===== src/rtl/mul_pkg.sv =====
// rtl/mul_pkg.sv - shared state encoding and counter sizing for the sequential multiplier
package mul_pkg;

  typedef enum logic [1:0] {
    S_IDLE = 2'd0,
    S_RUN  = 2'd1,
    S_FIX  = 2'd2,
    S_DONE = 2'd3
  } state_e;

  function automatic int cnt_w(input int n);
    return (n < 2) ? 1 : $clog2(n);
  endfunction

endpackage


===== src/rtl/mul_seq_rca.sv =====
// rtl/mul_seq_rca.sv - w-bit ripple-carry adder with carry in and carry out
module mul_seq_rca #(
  parameter int w = 8
) (
  input  logic [w-1:0] a,
  input  logic [w-1:0] b,
  input  logic         cin,
  output logic [w-1:0] sum,
  output logic         cout
);

  logic [w:0] c;

  always_comb begin
    c    = '0;
    sum  = '0;
    c[0] = cin;
    for (int i = 0; i < w; i++) begin
      sum[i]   = a[i] ^ b[i] ^ c[i];
      c[i+1]   = (a[i] & b[i]) | (c[i] & (a[i] ^ b[i]));
    end
  end

  assign cout = c[w];

endmodule


===== src/rtl/mul_seq.sv =====
// rtl/mul_seq.sv - radix-2 shift-add multiplier, one adder reused over bw cycles
// MUL_SIGNED_EN adds the sgn port and a FIX state that negates the magnitude product.
module mul_seq
  import mul_pkg::*;
#(
  parameter int bw = 8
) (
  input  logic            clk,
  input  logic            rst,
  input  logic            in_valid,
  output logic            in_ready,
  input  logic [bw-1:0]   x,
  input  logic [bw-1:0]   y,
`ifdef MUL_SIGNED_EN
  input  logic            sgn,
`endif
  output logic            out_valid,
  input  logic            out_ready,
  output logic [2*bw-1:0] p
);

  localparam int pw = 2 * bw;
  localparam int cw = cnt_w(bw);

  state_e          state_q, state_d;
  logic [bw-1:0]   mcand_q, mcand_d;
  logic [pw-1:0]   acc_q, acc_d;
  logic [cw-1:0]   count_q, count_d;
  logic            in_ready_q, in_ready_d;
  logic            out_valid_q, out_valid_d;
  logic [pw-1:0]   p_q, p_d;
`ifdef MUL_SIGNED_EN
  logic            neg_q, neg_d;
`endif

  logic [bw-1:0]   addend;
  logic [bw-1:0]   sum;
  logic            cout;
  logic [pw-1:0]   acc_step;

  // Only the upper half is added into; the low half shifts the multiplier out.
  assign addend   = acc_q[0] ? mcand_q : '0;
  assign acc_step = {cout, sum, acc_q[bw-1:1]};

  mul_seq_rca #(.w(bw)) u_rca (
    .a    (acc_q[pw-1:bw]),
    .b    (addend),
    .cin  (1'b0),
    .sum  (sum),
    .cout (cout)
  );

  always_comb begin
    state_d     = state_q;
    mcand_d     = mcand_q;
    acc_d       = acc_q;
    count_d     = count_q;
    in_ready_d  = in_ready_q;
    out_valid_d = out_valid_q;
    p_d         = p_q;
`ifdef MUL_SIGNED_EN
    neg_d       = neg_q;
`endif
    case (state_q)
      S_IDLE: begin
        if (in_valid) begin
          mcand_d    = x;
          acc_d      = {{bw{1'b0}}, y};
          count_d    = '0;
`ifdef MUL_SIGNED_EN
          neg_d      = 1'b0;
          if (sgn) begin
            // -2^(bw-1) negates to itself, which read unsigned is the exact magnitude
            mcand_d = x[bw-1] ? -x : x;
            acc_d   = {{bw{1'b0}}, (y[bw-1] ? -y : y)};
            neg_d   = x[bw-1] ^ y[bw-1];
          end
`endif
          in_ready_d = 1'b0;
          state_d    = S_RUN;
        end
      end
      S_RUN: begin
        acc_d   = acc_step;
        count_d = count_q + cw'(1);
        if (count_q == cw'(bw - 1)) begin
`ifdef MUL_SIGNED_EN
          state_d     = S_FIX;
`else
          p_d         = acc_step;
          out_valid_d = 1'b1;
          state_d     = S_DONE;
`endif
        end
      end
`ifdef MUL_SIGNED_EN
      S_FIX: begin
        acc_d       = neg_q ? -acc_q : acc_q;
        p_d         = neg_q ? -acc_q : acc_q;
        out_valid_d = 1'b1;
        state_d     = S_DONE;
      end
`endif
      S_DONE: begin
        if (out_ready) begin
          out_valid_d = 1'b0;
          in_ready_d  = 1'b1;
          state_d     = S_IDLE;
        end
      end
      default: begin
        out_valid_d = 1'b0;
        in_ready_d  = 1'b1;
        state_d     = S_IDLE;
      end
    endcase
  end

  always_ff @(posedge clk or posedge rst) begin
    if (rst) begin
      state_q     <= S_IDLE;
      mcand_q     <= '0;
      acc_q       <= '0;
      count_q     <= '0;
      in_ready_q  <= 1'b1;
      out_valid_q <= 1'b0;
      p_q         <= '0;
`ifdef MUL_SIGNED_EN
      neg_q       <= 1'b0;
`endif
    end else begin
      state_q     <= state_d;
      mcand_q     <= mcand_d;
      acc_q       <= acc_d;
      count_q     <= count_d;
      in_ready_q  <= in_ready_d;
      out_valid_q <= out_valid_d;
      p_q         <= p_d;
`ifdef MUL_SIGNED_EN
      neg_q       <= neg_d;
`endif
    end
  end

  assign in_ready  = in_ready_q;
  assign out_valid = out_valid_q;
  assign p         = p_q;

endmodule


===== config.mk =====
export PLATFORM = sky130hd
export DESIGN_NAME = mul_seq
export DESIGN_NICKNAME = d
export VERILOG_FILES = /design/src/rtl/mul_pkg.sv /design/src/rtl/mul_seq_rca.sv /design/src/rtl/mul_seq.sv
export SDC_FILE = /design/constraint.sdc
export NUM_CORES = 1
export LEC_CHECK = 0
export ABC_AREA = 1
export CORE_MARGIN = 2
export CORE_UTILIZATION = 47
export DETAILED_ROUTE_END_ITERATION = 10
export GPL_ROUTABILITY_DRIVEN = 1
export MAX_ROUTING_LAYER = met4
export PLACE_DENSITY = 0.78
export SYNTH_ARGS = -nofsm -noshare
export SYNTH_HDL_FRONTEND = slang
export SYNTH_SLANG_ARGS = --single-unit
export TNS_END_PERCENT = 20

===== constraint.sdc =====
create_clock -name clk -period 3.8 [get_ports clk]
set_input_delay 1.14 -clock clk [delete_from_list [all_inputs] [get_ports clk]]
set_output_delay 1.14 -clock clk [all_outputs]
set_load 0.005 [all_outputs]

## Word level (Yosys, flattened, before mapping)

Cells that the tools add are included.

| word-level totals | value |
|---|---|
| bits in registers | 47 |
| logic and storage cells | 76 |

| operators by class | value |
|---|---|
| add/sub/neg operators | 1 |
| equality and inequality tests | 6 |
| reductions and logical operators | 8 |
| multiplexer cells | 15 |
| bitwise operators | 39 |

Operators with widths:

| cell | number |
|---|---|
| case mux 16 bit (2 select lines) | 1 |
| two-way mux 16 bit | 1 |
| AND 1 bit | 15 |
| bitwise XOR 1 bit | 15 |
| AND reduction 3 bit | 3 |
| two-way mux 8 bit | 1 |
| OR 1 bit | 7 |
| two-way mux 2 bit | 3 |
| inequality test 2 bit, second input constant | 3 |
| case mux 1 bit (3 select lines) | 2 |
| case mux 2 bit (3 select lines) | 1 |
| case mux 3 bit (2 select lines) | 1 |
| AND reduction 2 bit | 3 |
| two-way mux 1 bit | 4 |
| adder 3 x 1 -> 3 bit, second input constant | 1 |
| equality test 3 bit, second input constant | 1 |
| two-way mux 3 bit | 1 |
| equality test 2 x 1 -> 1 bit, second input constant | 1 |
| equality test 2 bit, second input constant | 1 |
| logical NOT 2 bit | 1 |
| inverter 1 bit | 2 |
| nonzero test 2 bit | 1 |

## Depth between registers and ports, before layout

| depth | value |
|---|---|
| depth after elaboration | 17 |
| depth in mapped cells | 13 |
| gate-level depth less buffers | 12 |

## Cells and area by module

Synthesis repeated with hierarchy kept, for this count alone.

| second synthesis, totals | value |
|---|---|
| cell total of the unflattened synthesis | 257 |
| area total of the unflattened synthesis | 2272.2 um^2 |

By module, submodules not included:

| module | area each (um^2) | cells an instance | times used | sequential area each (um^2) |
|---|---|---|---|---|
| mul_seq | 2074.5 | 239 | 1 | 1177.4 |
| mul_seq_rca | 197.7 | 18 | 1 | 0.0 |

## Worst setup path before layout

No wires, ideal clock.

| timing | value |
|---|---|
| path kind | register to register |
| start point | register acc_q[0] |
| end point | register acc_q[14] |
| clock period less this slack | 3.773 ns |
| arrival time | 3.647 ns |
| setup slack | 0.027 ns |
| buffers on the path | 1 |
| stages on the path, launching flop included | 14 |
| library setup time | 0.126 ns |
| path through | dfrtp_1 > clkbuf_1 > nand2_1 > inv_1 > ha_1 > inv_1 > fa_1 > fa_1 > fa_1 > fa_1 > fa_1 > fa_1 > fa_1 > o21ai_0 |

| between the ends | value |
|---|---|
| word-level cells in the longest chain between the ends | 16 |
| elaborated cells between the ends (all ways) | 29 |

Ends and longest elaborated chain:

| element | RTL line | text |
|---|---|---|
| from (decl) | mul_seq.sv:27 | `logic [pw-1:0] acc_q, acc_d;` |
| from (signal assigned) | mul_seq.sv:123 | `acc_q <= '0;` |
| from (signal assigned) | mul_seq.sv:134 | `acc_q <= acc_d;` |
| two-way mux 8 bit * | mul_seq.sv:42 | `assign addend = acc_q[0] ? mcand_q : '0;` |
| AND 1 bit or bitwise XOR 1 bit (tied branches) | mul_seq_rca.sv:20 | `c[i+1] = (a[i] & b[i]) \| (c[i] & (a[i] ^ b[i]));` |
| AND 1 bit | mul_seq_rca.sv:20 |  |
| OR 1 bit | mul_seq_rca.sv:20 |  |
| AND 1 bit | mul_seq_rca.sv:20 |  |
| OR 1 bit | mul_seq_rca.sv:20 |  |
| AND 1 bit | mul_seq_rca.sv:20 |  |
| OR 1 bit | mul_seq_rca.sv:20 |  |
| AND 1 bit | mul_seq_rca.sv:20 |  |
| OR 1 bit | mul_seq_rca.sv:20 |  |
| AND 1 bit | mul_seq_rca.sv:20 |  |
| OR 1 bit | mul_seq_rca.sv:20 |  |
| AND 1 bit | mul_seq_rca.sv:20 |  |
| OR 1 bit | mul_seq_rca.sv:20 |  |
| bitwise XOR 1 bit * | mul_seq_rca.sv:19 | `sum[i] = a[i] ^ b[i] ^ c[i];` |
| case mux 16 bit (2 select lines) * | mul_seq.sv:64 | `case (state_q)` |

Mark *: on every way between the ends. The rest lies on a longest branch, timed or not.
A chain may end at the register's enable or synchronous reset.

## Final worst setup path

| timing | value |
|---|---|
| start point | register acc_q[0] |
| end point | register p_q[14] (netlist: p[14]) |

| between the ends | value |
|---|---|
| word-level cells in the longest chain between the ends | 15 |
| elaborated cells between the ends (all ways) | 28 |

Ends and longest elaborated chain:

| element | RTL line | text |
|---|---|---|
| two-way mux 8 bit * | mul_seq.sv:42 |  |
| AND 1 bit or bitwise XOR 1 bit (tied branches) | mul_seq_rca.sv:20 |  |
| AND 1 bit | mul_seq_rca.sv:20 |  |
| OR 1 bit | mul_seq_rca.sv:20 |  |
| AND 1 bit | mul_seq_rca.sv:20 |  |
| OR 1 bit | mul_seq_rca.sv:20 |  |
| AND 1 bit | mul_seq_rca.sv:20 |  |
| OR 1 bit | mul_seq_rca.sv:20 |  |
| AND 1 bit | mul_seq_rca.sv:20 |  |
| OR 1 bit | mul_seq_rca.sv:20 |  |
| AND 1 bit | mul_seq_rca.sv:20 |  |
| OR 1 bit | mul_seq_rca.sv:20 |  |
| AND 1 bit | mul_seq_rca.sv:20 |  |
| OR 1 bit | mul_seq_rca.sv:20 |  |
| bitwise XOR 1 bit * | mul_seq_rca.sv:19 |  |
| to (signal assigned) | mul_seq.sv:138 | `p_q <= p_d;` |
| to (decl) | mul_seq.sv:31 | `logic [pw-1:0] p_q, p_d;` |

Marked as above.

==> flow_summary_export.csv <==
group,metric,value,unit
yosys,synthCells,241,
global_routing,grt_pass1_vias,1575,
cts,hold_buffers,0,
yosys,ys_ff_latch,47,
place,portBuffers,37,
global_routing,grt_usage,0.182,
place,place_congestion,0.799,
floorplan,fp.dieH,71.4,um
cts,cts_root_buffer,"clkbuf_8",
place,dp_cells,322,
worst_setup_path,ff2ff_setup_slack,0.20,ns
timing,fin_hold_ws,0.471,ns
timing,fin_crit_sh,0.947,
timing,drv_slew,0,
cts,clock_path_buffers,2,
global_routing,grt_overflow,0,
cts,numClockSinks,47,
cts,cts_made_buffers,5,
worst_setup_path,setup.worst_path.class,"register to register",
layout,drive_above_1_share,0.0612,
floorplan,start_util,0.491,
floorplan,die_w,71.4,um
timing,worst_slew_pin_slew,0.960,ns
power,p_per_area,749,nW/um^2
worst_setup_path,reg2reg_from,"acc_q[0]",
global_routing,antenna_found_initial,0,
timing,fin_tns_setup,0,ns
yosys,yosys_warnings,0,
worst_setup_path,end_kind,"register",
drt,drtIter0Drc,65,
outcome,status,"finished clean",
floorplan,ioPinCount,38,
drt,drc,0,
worst_setup_path,crit_top_cell,"fa_1",
worst_setup_path,startpoint_type,"register",
timing,setup_violations,0,
worst_setup_path,worst_path_max_delay_cell,"fa_1",
yosys,yosysSeqAreaShare,0.551,
worst_setup_path,reg2reg_depth,12,
global_routing,grt_pass1_wl,7.02,mm
yosys,synth_cell_types,16,
worst_setup_path,crit_start,"acc_q[0]",
drt,vias,1620,
timing,hold_viol_final,0,
yosys,syn-mean-instance-area,8.86,um^2
floorplan,die_area,5100,um^2
timing,fmax,278,MHz
layout,final_nets,307,
drt,first_pass_iters,4,
global_routing,grt_max_degree,48,
timing,rsz0062_at_grt,"false",
worst_setup_path,crit_required,3.97,ns
drt,routed_wl,3.97,mm
layout,stdcell_count,330,
cts,clock_latency,0.30,ns
drt,wl_per_cell,12.0,um
layout,fin_util,0.602,
worst_setup_path,cp_slowest_stage_delay,0.51,ns
worst_setup_path,reg2reg_to,"p[14]",
layout,area_delta_synth_final,22.7,%
cts,cts_tree,"done",
layout,insertedDiodeCount,0,
cts,cts.clk_slew.worst_paths,0.08,ns
worst_setup_path,cp.arrival,3.77,ns
cts,cts_setup_buffers,0,
power,irDropWorstVdd,0.000445,V
timing,skew,0.00758,ns
timing,slew_headroom,0.359,
flow_run,cap_viol_max_count,0,
yosys,netlist_area,2140,um^2
worst_setup_path,critPathMaxFanout,2,
worst_setup_path,endpoint,"p[14]",
floorplan,rows,24,
yosys,syn_nets,271,
floorplan,core,4350,um^2
drt,viasPerCell,4.91,
cts,htree_levels,2,
power,p_leak,1.25,nW
drt,antenna_left,0,
timing,fin_crit,3.60,ns
worst_setup_path,crit_chain,"nand2_1, inv_1, ha_1, inv_1, fa_1, fa_2, fa_1, fa_1, fa_2, fa_1, fa_1, o21ai_1",
place,dpl.hpwl,2.80,mm
hold_path,hold_class,"register to register",
-- kinds of logic after synthesis --
kind of cell	Yosys count	share of synthesized area
fa+ha+maj	10	0.0832
flops	47	0.551
buf+inv	34	0.0674
compound gates	28	0.0656
simple gates	122	0.233
-- cell usage after synthesis (all sizes together) --
| master | n | area share |
|---|---|---|
| nand2 | 102 | 0.18 |
| dfrtp | 46 | 0.54 |
| ha | 3 | 0.018 |
| o21ai | 28 | 0.066 |
| buf | 9 | 0.023 |
| inv | 23 | 0.040 |
| nor2 | 1 | 0.0053 |
| clkbuf | 2 | 0.0035 |
| dfstp | 1 | 0.012 |
| nand3 | 19 | 0.047 |
| fa | 7 | 0.066 |
-- worst max-delay path: cells and delay by family (launching register included) --
| family | cells | cell delay [ns] |
|---|---|---|
| AND/OR/NAND/NOR | 1 | 0.05 |
| buffers and inverters | 2 | 0.10 |
| adder cells (fa/ha/maj) | 8 | 2.89 |
| AO/OA/AOI/OAI | 1 | 0.08 |
| flip-flops | 1 | 0.35 |
-- state kept, by name, indices dropped and copies added, names as in the netlist --
name and count:
mcand_q 8, acc_q 16, p 16, in_ready 1, count_q 3, out_valid 1, state_q 2
-- area by class of cell --
cell class	instances	area (um^2)
Sequential cell	47	1180
Clock buffer	8	80.1
Multi-Input combinational cell	160	820
Tap cell	52	65.1
Inverter	23	86.3
Timing Repair Buffer	40	393
Fill cell	407	1730
-- where the power goes --
| group | internal [mW] | leakage, nW | switching [mW] |
|---|---|---|---|
| clock | 0.131 | 0.0395 | 0.158 |
| sequential | 0.720 | 0.597 | 0.144 |
| combinational | 0.376 | 0.614 | 0.433 |
| total | 1.23 | 1.25 | 0.736 |
-- per-layer routing --
| layer | global-route usage | up-vias | share of wire |
|---|---|---|---|
| li1 | - | 814 | - |
| met2 | 0.287 | 36 | 0.47 |
| met1 | 0.232 | 761 | 0.47 |
| met3 | 0.0380 | 9 | 0.046 |
| met5 | - | - | 0 |
| met4 | 0.0692 | 0 | 0.020 |
-- through the flow --
| stage | setup slack (ns) | total power, mW | instance area, um^2 |
|---|---|---|---|
| 2_1_floorplan | 0.0271 | 1.38 | 2140 |
| 3_3_place_gp | 0.184 | 1.65 | 2540 |
| 3_5_place_dp | 0.100 | 1.69 | 2540 |
| 4_1_cts | 0.0758 | 1.98 | 2620 |
| 5_1_grt | 0.0457 | 2.15 | 2620 |
| 6_report | 0.200 | 1.96 | 2620 |
-- cell usage in the layout, fill, tap and decap left out --
master and count:
clkdlybuf4s50_1 37, nand2_1 101, nor2_4 1, dfstp_2 1, buf_4 3, inv_2 3
dfrtp_1 46, clkbuf_1 3, fa_2 2, o21ai_0 23, nand2_2 1, ha_1 3
fa_1 5, clkbuf_8 5, o21ai_1 5, nand3_2 1, inv_1 20, nand3_1 18
-- what timing repair did --
action | 4_1_cts | 5_1_grt
resized for setup | 0 | 5
setup endpoints to repair | 0 | 4
hold endpoints to repair | 0 | 0
-- how the worst min path moves through the flow --
stage | startpoint | depth (start not counted) | end | slack (ns)
global route | mcand_q[1] | 2 | mcand_q[1] | 0.50
finish | mcand_q[7] | 2 | mcand_q[7] | 0.47
floorplan | mcand_q[0] | 2 | mcand_q[0] | 0.44
global placement | mcand_q[1] | 2 | mcand_q[1] | 0.45
detailed placement | mcand_q[0] | 2 | mcand_q[0] | 0.46
CTS | mcand_q[7] | 2 | mcand_q[7] | 0.48
Note: power is estimated with default switching activity, not from simulation.
==> patch 1, RTL diff (config.mk and constraints unchanged) <==
Re-encode `state_e` (4 states) as one-hot, 4 bits wide.
--- a/src/rtl/mul_pkg.sv
+++ b/src/rtl/mul_pkg.sv
@@ -1,11 +1,11 @@
 // rtl/mul_pkg.sv - shared state encoding and counter sizing for the sequential multiplier
 package mul_pkg;
 
-  typedef enum logic [1:0] {
-    S_IDLE = 2'd0,
-    S_RUN  = 2'd1,
-    S_FIX  = 2'd2,
-    S_DONE = 2'd3
+  typedef enum logic [3:0] {
+    S_IDLE = 4'b0001,
+    S_RUN  = 4'b0010,
+    S_FIX  = 4'b0100,
+    S_DONE = 4'b1000
   } state_e;
 
   function automatic int cnt_w(input int n);
Formal check against the unedited RTL: no difference found for any inputs over 4 cycles, from zero or initial values and one cycle with rst high; so few cycles prove little.
==> patch 1 against the original RTL <==
Cell count increased by 3.9%; largest power group unchanged; critical path type unchanged; setup slack got worse by 0.0086 ns; total power decreased by 17%; clock power increased by 8.0%; wire length increased by 5.7%; via count increased by 7.0%; count of clock-buffer cells in the layout unchanged; largest cell class unchanged; synthesized area increased by 4.7%; sequential cell count increased by 1; first-iteration DRC count increased to 2.5 times the old value; final area increased by 4.1%.
==> patch 1: results (changes against the original RTL) <==
stage,metric,value,unit,change
outcome,status,"complete, no violations",,unchanged
worst_setup_path,slowest_stage,fa_1,,unchanged
clock_tree,clkLatencyLatePin,0.30,ns,about the same
clock_tree,cts_setup_buffers,1,,was 0
sta,finClkSkew,0.005243,ns,was 0.007580 ns
logic_synthesis,synth_nets,281,,was 271
logic_synthesis,yosys_warnings,0,,unchanged
logic_synthesis,synth_area_leaders,"dfrtp_1 (51%), nand2_1 (19%), fa_1 (6.3%)",,"was dfrtp_1 (54%), nand2_1 (18%), fa_1 (6.6%)"
placement,place.gp.congestion,0.7624,,was 0.7985
finish,diodes,0,,unchanged
sta,worst_slew_pin_slew,0.9618,ns,was 0.9598 ns
drt,routedWlPerCell,12.24,um,was 12.04 um
finish,fill_cells,427,,was 407
min_path,hold_start,p[7],,was mcand_q[7]
worst_setup_path,r2r-start,acc_q[0],,unchanged
placement,port_buffers,37,,unchanged
global_route,gr-usage-all-layers,0.1902,,was 0.1817
worst_setup_path,cpPeakStageDelay,0.53,ns,was 0.51 ns
worst_setup_path,start_kind,flop,,unchanged
drt,final_antenna_net_count,0,,unchanged
logic_synthesis,yosysUniqueCellTypes,21,,was 16
drt,vias_per_cell,5.052,,was 4.909
logic_synthesis,synthArstFlopShare,1.000,,unchanged
clock_tree,cts_root_buffer,clkbuf_8,,unchanged
logic_synthesis,synthFlopType,dfrtp_1,,unchanged
global_route,grt_pass1_vias,1673,,was 1575
worst_setup_path,cp_data_arrival_time,3.80,ns,was 3.77 ns
finish,final_net_count,318,,was 307
global_route,grt_pass1_wl,7569,um,was 7017 um
clock_tree,cts_hold_buf,0,,unchanged
global_route,antenna_found_initial,0,,unchanged
worst_setup_path,r2r_slack,0.19,ns,
clock_tree,clk_path_buf_depth,2,,unchanged
power,leakage,1.339,nW,was 1.251 nW
logic_synthesis,ys_top_cells_by_count,"nand2_1 (112), dfrtp_1 (46), nand3_1 (21), inv_1 (14), nor2_1 (10)",,"was nand2_1 (101), dfrtp_1 (46), o21ai_0 (26), inv_1 (21), nand3_1 (18)"
placement,dp_hpwl,2955,um,was 2800 um
worst_setup_path,critPathMaxFanout,2,,unchanged
clock_tree,ctsResizeCount,1,,was 0
clock_tree,path_clk_slew,0.08,ns,about the same
logic_synthesis,seq_area_frac_synth,0.5380,,was 0.5513
sta,fin_crit,3.609,ns,was 3.600 ns
placement,pre_cts_slack,-0.04843,ns,was 0.1002 ns
min_path,hp-class,reg -> reg,,unchanged
finish,drive_gt1_frac,0.08997,,was 0.06115
drt,drtIter0Drc,163,,was 65
global_route,grt_max_degree,49,,was 48
power,ir_worst_vdd,0.3137,mV,was 0.4446 mV
patch 1: logic make-up after synthesis:
family / share of synthesized area
simple gates: 0.2757
flops: 0.5380
buf+inv: 0.06096
compound gates: 0.04586
fa+ha+maj: 0.07942
patch 1: worst max-delay path: cells and delay by family (launching register included):
kind,cells,cell delay (ns)
and+or+nand+nor,2,0.11
DFF,1,0.36
buffers and inverters,2,0.10
AOI/OAI and AO/OA,1,0.16
adders and majority gates,8,2.77
patch 1: per-stage QoR:
stage	instances	hold WS, ns	TNS [ns]	cell area [um^2]	power, mW
global placement	333	0.4537	0	2610	1.282
global route	343	0.4991	0	2728	1.775
floorplan	251	0.4459	0	2237	1.175
detailed placement	333	0.4619	-0.04843	2610	1.310
finish	343	0.4741	0	2728	1.630
CTS	342	0.4824	0	2710	1.629
patch 1: routing by layer:
layer	global-route usage	vias to the layer above	part of all wire	routed length, um
met2	0.2783	38	0.46	1950
met3	0.04144	7	0.033	137
met4	0.04938	0	0.014	57
met5	-	-	0	0
li1	-	854	-	-
met1	0.2715	834	0.49	2054
patch 1: final cells by class:
cell class,count,area share
multi-input combinational,176,0.3335
timing repair buffer,40,0.1440
clock buffer,8,0.03303
sequential,48,0.4413
tap,54,0.02477
inverter,17,0.02339
patch 1: power breakdown:
group,internal [mW],switching [mW],leakage [nW]
Combinational,0.219,0.348,0.661
Sequential,0.662,0.0895,0.632
Clock,0.149,0.163,0.0455
patch 1: path summary, 6_finish.rpt:
path / endpoint / cells past startpoint
setup / recovery: acc_q[14] / 13
hold / removal: p[7] / 2
setup reg to reg: acc_q[14] / 13
hold reg to reg: p[7] / 2
max in group asynchronous: mcand_q[1] / 2
min in group asynchronous: p[9] / 2
==> patch 2, RTL diff (same flow settings) <==
Made on the original files. The option `MUL_SIGNED_EN` is turned on by a define.
--- a/src/rtl/mul_seq.sv
+++ b/src/rtl/mul_seq.sv
@@ -1,5 +1,7 @@
 // rtl/mul_seq.sv - radix-2 shift-add multiplier, one adder reused over bw cycles
 // MUL_SIGNED_EN adds the sgn port and a FIX state that negates the magnitude product.
+`define MUL_SIGNED_EN
+
 module mul_seq
   import mul_pkg::*;
 #(
Interface: changed (added sgn); port bits go from 38 to 39. No check against the original RTL was run, so the function may have changed too.
==> patch 2 against the original RTL <==
Synthesized area rose by 47%; core utilization is 3.0 points lower; sequential cell count up 1; synthesized cell count grew 73%; maximum frequency increased by 0.79%; first-iteration DRC count grew to 3.2 times the old value; total power grew 50%; wire length grew 78%; final area is 39% higher; clock power grew 7%; setup slack gained 0.028 ns; critical path depth grew 5; combinational power up 110%; critical path type unchanged.
==> patch 2: results (changes against the original RTL) <==
stage,metric,value,unit,change
global_route,grtUsageMet2,0.3274,,was 0.2870
logic_synthesis,synth_area_leaders,"dfrtp_1 (38%), nand2_1 (15%), nand3_1 (6.6%)",,"was dfrtp_1 (54%), nand2_1 (18%), fa_1 (6.6%)"
finish,drive_gt1_frac,0.1322,,was 0.06115
worst_setup_path,cpPeakStageDelay,0.43,ns,was 0.51 ns
logic_synthesis,synth_xor_area_frac,0.01959,,was 0
logic_synthesis,yosys_warnings,0,,unchanged
logic_synthesis,muxShareOfSynthArea,0.003599,,was 0
clock_tree,clk_path_buf_depth,2,,unchanged
global_route,gr-usage-all-layers,0.2148,,was 0.1817
placement,port_buffers,38,,was 37
worst_setup_path,cp_data_arrival_time,3.82,ns,was 3.77 ns
min_path,hp-class,reg -> reg,,unchanged
global_route,grt_pass1_vias,2672,,was 1575
placement,dp_hpwl,5244,um,was 2800 um
logic_synthesis,seq_area_frac_synth,0.3842,,was 0.5513
drt,routedWlPerCell,13.31,um,was 12.04 um
clock_tree,path_clk_slew,0.09,ns,
power,leakage,1.810,nW,was 1.251 nW
drt,firstDrtPassIters,5,,was 4
global_route,grt_util_met1,0.3008,,was 0.2324
finish,final_net_count,491,,was 307
worst_setup_path,critPathMaxFanout,2,,unchanged
outcome,status,"complete, no violations",,unchanged
logic_synthesis,yosysUniqueCellTypes,34,,was 16
drt,vias_per_cell,5.260,,was 4.909
global_route,use_met3,0.03176,,was 0.03797
logic_synthesis,synthAdderAreaFrac,0.08477,,was 0.08319
worst_setup_path,slowest_stage,fa_1,,unchanged
sta,finClkSkew,0.008234,ns,was 0.007580 ns
drt,drtIter0Drc,208,,was 65
global_route,antenna_found_initial,0,,unchanged
power,ir_worst_vdd,0.5209,mV,was 0.4446 mV
global_route,grt_pass1_wl,12390,um,was 7017 um
logic_synthesis,synth_nets,454,,was 271
logic_synthesis,synth_compound_area_frac,0.1004,,was 0.06561
global_route,grt_max_degree,49,,was 48
sta,fin_crit,3.572,ns,was 3.600 ns
clock_tree,cts_root_buffer,clkbuf_8,,unchanged
logic_synthesis,ys_top_cells_by_count,"nand2_1 (129), dfrtp_1 (47), nand3_1 (41), inv_1 (39), o21ai_0 (28)",,"was nand2_1 (101), dfrtp_1 (46), o21ai_0 (26), inv_1 (21), nand3_1 (18)"
placement,pre_cts_slack,0.04527,ns,was 0.1002 ns
sta,worst_slew_pin_slew,0.9890,ns,was 0.9598 ns
placement,place.gp.congestion,0.8674,,was 0.7985
## patch 2: changes by cell type after synthesis, moves of 6 or more
cell,unedited run,this run
nand2_1,101,129
inv_2,2,10
inv_1,21,39
nand2_2,1,10
xor2_1,0,6
a21oi_1,0,16
ha_1,3,10
nor2_1,0,25
nand3_1,18,41
## patch 2: timing repair
action | CTS | global route
buffers inserted | 0 | 1
gates resized for setup | 0 | 5
endpoints found under the setup margin | 0 | 2
## patch 2: worst paths after layout
check                                  end     start  slack [ns]  cells after the start
worst max-delay path             acc_q[14]  acc_q[0]        0.23                     17
worst min-delay path                  p[0]      p[0]        0.48                      2
worst max register to register   acc_q[14]  acc_q[0]        0.23                     17
worst min register to register        p[0]      p[0]        0.48                      2
max in group asynchronous         acc_q[8]       rst        1.75                      2
min in group asynchronous       mcand_q[3]       rst        1.38                      2
## patch 2: metal layers
layer	part of all wire	vias to the layer above
met5	0	-
met4	0.012	0
met3	0.059	7
met2	0.46	93
met1	0.47	1296
li1	-	1397
## patch 2: worst max-delay path, delay by kind of cell, from the launching register on
kind / cells / cell delay [ns]
adder cells (fa/ha/maj): 8 / 2.38
buffers and inverters: 4 / 0.22
flip-flops: 1 / 0.37
AND/OR/NAND/NOR: 5 / 0.53
## patch 2: area by class of cell
class	instances	area (um^2)
inverter	50	192.7
fill	609	2736
tap	77	96.34
clock buffer	6	72.57
clock inverter	2	16.27
timing repair buffer	41	402.9
sequential	48	1204
multi-input combinational	307	1665
## patch 2: logic make-up after synthesis
kind of cell,Yosys count
xor+xnor,7
compound gates,57
buf+inv,61
simple gates,225
fa+ha+maj,17
flops,48
mux,1
## patch 2: power by group
part,total (mW),internal (mW),switching [mW],leakage [nW]
logic,1.70,0.655,1.04,1.17
registers,0.940,0.750,0.189,0.596
clock network,0.308,0.131,0.177,0.0414
total,2.94,1.54,1.41,1.81
## patch 2: stage by stage
step                      cells    util  hold slack (ns)  cell area (um^2)
after detailed placement    522  0.5547           0.4679              3542
after global placement      522  0.5547           0.4620              3542
final                       531  0.5715           0.4848              3650
after floorplan             416       -           0.4458              3142
after global routing        531  0.5715           0.5087              3650
after CTS                   530  0.5686           0.4927              3631
